File: src/rtl/ysyx_22041412_wbu.sv
// Writeback unit: arbitrates EXU/LSU results onto the register file write port and emits a commit pulse.
// Optional performance counters are enabled with `define YSYX_22041412_WBU_PERF_EN.
module ysyx_22041412_wbu #(
    parameter int XLEN       = 64,
    parameter int STARVE_LIM = 4
) (
    input  logic            clk,
    input  logic            rst,
    input  logic            exu_valid,
    output logic            exu_ready,
    input  logic [4:0]      exu_rd,
    input  logic [XLEN-1:0] exu_data,
    input  logic [XLEN-1:0] exu_pc,
    input  logic            lsu_valid,
    output logic            lsu_ready,
    input  logic [4:0]      lsu_rd,
    input  logic [XLEN-1:0] lsu_data,
    input  logic [XLEN-1:0] lsu_pc,
    output logic            Wen,
    output logic [4:0]      Rw,
    output logic [XLEN-1:0] BusW,
    output logic            commit_valid,
    output logic [XLEN-1:0] commit_pc
`ifdef YSYX_22041412_WBU_PERF_EN
    ,
    output logic [63:0]     perf_wb_cnt,
    output logic [63:0]     perf_exu_stall
`endif
);

    localparam logic [3:0] LIM = 4'(STARVE_LIM);

    logic [3:0]      starve_cnt;
    logic            starve;
    logic            accept_p0;
    logic [4:0]      rd_p0;
    logic [XLEN-1:0] data_p0;
    logic [XLEN-1:0] pc_p0;

    function automatic logic [3:0] sat_inc(input logic [3:0] cnt);
        return (cnt >= LIM) ? LIM : cnt + 4'd1;
    endfunction

    // Stage p0: combinational grant; LSU normally wins unless EXU has lost STARVE_LIM times in a row.
    always_comb begin
        starve    = exu_valid && (starve_cnt == LIM);
        lsu_ready = lsu_valid && !starve;
        exu_ready = exu_valid && !lsu_ready;
        accept_p0 = lsu_ready || exu_ready;
        rd_p0     = lsu_ready ? lsu_rd   : exu_rd;
        data_p0   = lsu_ready ? lsu_data : exu_data;
        pc_p0     = lsu_ready ? lsu_pc   : exu_pc;
    end

    always_ff @(posedge clk or negedge rst) begin
        if (!rst) begin
            starve_cnt <= 4'd0;
        end else if (!exu_valid || exu_ready) begin
            starve_cnt <= 4'd0;
        end else if (lsu_ready) begin
            starve_cnt <= sat_inc(starve_cnt);
        end
    end

    // Stage p1: registered writeback / commit; pulses last exactly one cycle per accept.
    always_ff @(posedge clk or negedge rst) begin
        if (!rst) begin
            Wen          <= 1'b0;
            Rw           <= 5'd0;
            BusW         <= '0;
            commit_valid <= 1'b0;
            commit_pc    <= '0;
        end else if (accept_p0) begin
            Wen          <= (rd_p0 != 5'd0);
            Rw           <= rd_p0;
            BusW         <= data_p0;
            commit_valid <= 1'b1;
            commit_pc    <= pc_p0;
        end else begin
            Wen          <= 1'b0;
            commit_valid <= 1'b0;
        end
    end

`ifdef YSYX_22041412_WBU_PERF_EN
    always_ff @(posedge clk or negedge rst) begin
        if (!rst) begin
            perf_wb_cnt    <= 64'd0;
            perf_exu_stall <= 64'd0;
        end else begin
            if (commit_valid) perf_wb_cnt <= perf_wb_cnt + 64'd1;
            if (exu_valid && !exu_ready) perf_exu_stall <= perf_exu_stall + 64'd1;
        end
    end
`endif

endmodule
File: config.mk
export PLATFORM = sky130hd
export DESIGN_NAME = ysyx_22041412_wbu
export DESIGN_NICKNAME = d
export VERILOG_FILES = /design/src/rtl/ysyx_22041412_wbu.sv
export SDC_FILE = /design/constraint.sdc
export NUM_CORES = 1
export LEC_CHECK = 0
export BUFFER_PORTS_ARGS = -buffer_cell sky130_fd_sc_hd__buf_2
export CAP_MARGIN = 20
export CORE_AREA = 2 2 156 158
export DETAILED_ROUTE_END_ITERATION = 8
export DIE_AREA = 0 0 158 160
export PLACE_DENSITY_LB_ADDON = 0.05
export SYNTH_ARGS = -nofsm -noshare
export SYNTH_HDL_FRONTEND = slang
export SYNTH_SLANG_ARGS = --single-unit
File: constraint.sdc
create_clock -name clk -period 3.75 [get_ports clk]
set_input_delay 0.375 -clock clk [delete_from_list [all_inputs] [get_ports clk]]
set_output_delay 0.375 -clock clk [all_outputs]
set_load 0.01 [all_outputs]
==> flow_summary_export.csv <==
group,metric,value,unit
run_status,status,"finished clean",
logic_synthesis,ys_ff_latch,139,
global_route,grt.total_usage,0.188,
floorplanning,dieArea,0.0253,mm²
timing,fmax,410,MHz
drt,routed_wl,24.5,mm
drt,dr_total_vias,6259,
logic_synthesis,yosysTopAreaCell,"dfrtp_1",
critical_path,r2r_slack,1.61,ns
finish,fillers,2497,
floorplanning,initial_utilization,0.275,
floorplanning,die_w,158,µm
timing,fin_crit,2.44,ns
finish,utilization,0.394,
timing,finalSetupViolCount,0,
drt,first_pass_iters,4,
drt,route.detailed.drc,0,
pwr,leakage,4.90,nW
timing,finalCritPeriodShare,0.651,
cts,cts-root-buf,"clkbuf_16",
finish,layout_common_cells,"buf_2, dfrtp_1, nand3_1, mux2i_1, o21ai_1",
critical_path,cp_slowest_cell,"and2_4",
timing,slew_violations,0,
finish,seqCellArea,0.00348,mm²
cts,cts_inserted_buffers,17,
cts,clkSinkCount,139,
logic_synthesis,synth_nets,891,
critical_path,crit_chain,"inv_1, ha_1, nand4b_1, and2_4, nor2b_1, buf_2",
placed_design,port_buffers,406,
critical_path,worst_r2r_path_depth,6,
critical_path,critPathRequiredTime,3.38,ns
pwr,powerDensity,444,mW/mm²
finish,syn_to_final_growth,43.3,%
logic_synthesis,syn_avg_cell_area,10.6,µm²
min_path,min_path_type,"in2async",
critical_path,start_kind,"register",
finish,layout_commonest_cell,"buf_2",
cts,ctsHoldBuffers,0,
critical_path,critical_path_class,"reg2out",
timing,timing.hold.ws,0.00241,ns
drt,drtIter0Drc,317,
logic_synthesis,syn_inst,619,
logic_synthesis,syn_area,0.00656,mm²
logic_synthesis,yosysSeqAreaShare,0.531,
cts,clkTransAtPathRegs,0.06,ns
logic_synthesis,netlist_top_cells_area,"dfrtp_1, mux2i_1, nand3_1, o21ai_1, buf_2",
timing,finalHoldViolCount,0,
floorplanning,coreArea,0.0238,mm²
cts,insertion_delay,0.42,ns
critical_path,rr_startpoint,"starve_cnt[0]",
timing,rsz0062_at_grt,"false",
critical_path,critical_path_arrival,2.06,ns
finish,drive_gt1_frac,0.444,
global_route,grt_max_degree,135,
cts,tritoncts,"done",
timing,finalSetupTns,0,ns
cts,htree_levels,4,
global_route,grt_pass1_vias,6232,
floorplanning,die_y,160,µm
critical_path,crit_family,"simple AND/OR/NAND/NOR gates",
pwr,power,4.17,mW
timing,fin_skew,0.0114,ns
placed_design,dp_hpwl,16.7,mm
logic_synthesis,synth_top_area_frac,0.531,
finish,final_nets,1264,
timing,relSlewSlack,0.352,
critical_path,cp-end-kind,"output port",
drt,via_per_inst,4.70,
critical_path,cpPeakStageDelay,0.61,ns
critical_path,regToRegEndpoint,"commit_pc[11]",
floorplanning,rows,57,
cts,cts_max_path_buffers,2,
cts,postCtsSetupBuffers,0,
critical_path,path_max_fanout,56,
drt,post_drt_wl_per_cell,18.4,µm
pwr,peakVddDrop,221,µV
global_route,grt_antenna_before_repair,5,
timing,worstMarginPinSlew,0.972,ns
global_route,grt_pass1_wl,36.5,mm
job,maxCapViolations,0,
drt,ant_nets,0,
placed_design,place.gp.congestion,0.776,
floorplanning,pin_count,407,
logic_synthesis,yosysUniqueCellTypes,22,
cts,postCtsResizedCells,0,
finish,multi_input_area,0.00278,mm²
logic_synthesis,ys_warn_count,0,
global_route,grt_overflow,0,
critical_path,crit_buf_inv,2,
cells in the mapped netlist:
cell	count
inv_1	3
nand4_1	1
o21ai_0	25
or4_1	1
buf_6	1
buf_1	5
nor2_1	4
buf_2	30
buf_4	3
mux2i_1	133
nand4b_1	1
and2_4	1
nor2b_1	1
or2_2	1
ha_1	2
o21ai_1	108
o311a_1	2
nand3_1	134
nor3_1	1
conb_1	1
dfrtp_1	139
clkbuf_1	22
metal layers:
metal  share of wire  vias to the layer above  global-route usage
met3           0.088                       27              0.0611
met2            0.48                      266               0.312
met4           0.014                        4              0.0545
met1            0.41                     2972               0.233
met5          0.0013                        -                   0
li1                -                     2990                   -
worst max-delay path by stage:
stage	from	endpoint	slack, ns	depth (start not counted)
3_5_place_dp	exu_valid	BusW[3]	1.41	5
5_1_grt	starve_cnt[0]	exu_ready	1.12	6
6_report	starve_cnt[0]	exu_ready	1.31	6
2_1_floorplan	starve_cnt[0]	exu_ready	2.12	7
3_3_place_gp	exu_valid	BusW[10]	1.44	5
4_1_cts	starve_cnt[0]	exu_ready	1.26	6
cell families after synthesis:
group	after synthesis	synth area share
other	1	0.000572
adders and majority gates	2	0.00382
AOI/OAI and AO/OA	135	0.105
and+or+nand+nor	145	0.112
buffers and inverters	64	0.0452
DFF	139	0.531
muxes	133	0.203
state kept, by name, summed over array words and instances (netlist names):
register	cells
commit_pc	64
Wen	1
Rw	5
BusW	64
starve_cnt	4
commit_valid	1
final cells by class:
| type | instances | share of cell area |
|---|---|---|
| antenna | 3 | 0.000799 |
| clock buffer | 19 | 0.0461 |
| clock inverter | 12 | 0.0149 |
| inverter | 3 | 0.00120 |
| multi-input combinational | 416 | 0.296 |
| sequential | 139 | 0.370 |
| tap | 324 | 0.0431 |
| timing repair buffer | 415 | 0.228 |
metrics by stage:
stage | worst slack (ns) | cell area (µm²) | std cells
2_1_floorplan | 2.12 | 6560 | 619
3_3_place_gp | 1.44 | 8810 | 1297
3_5_place_dp | 1.41 | 8810 | 1297
4_1_cts | 1.26 | 9390 | 1328
5_1_grt | 1.12 | 9400 | 1331
6_report | 1.31 | 9400 | 1331
report_power, final:
part / total (mW) / internal (mW) / switching (mW)
clock network: 1.68 / 0.984 / 0.695
logic: 0.763 / 0.348 / 0.415
registers: 1.73 / 1.65 / 0.0783
total: 4.17 / 2.98 / 1.19
worst register-to-register path: stages (launching register included):
cell and delay, ns:
dfrtp_1 0.36, inv_1 0.05, ha_1 0.19, nand4b_1 0.17, and2_4 0.61, buf_12 0.39
o21ai_1 0.24
Note: power is estimated with default switching activity, not from simulation.
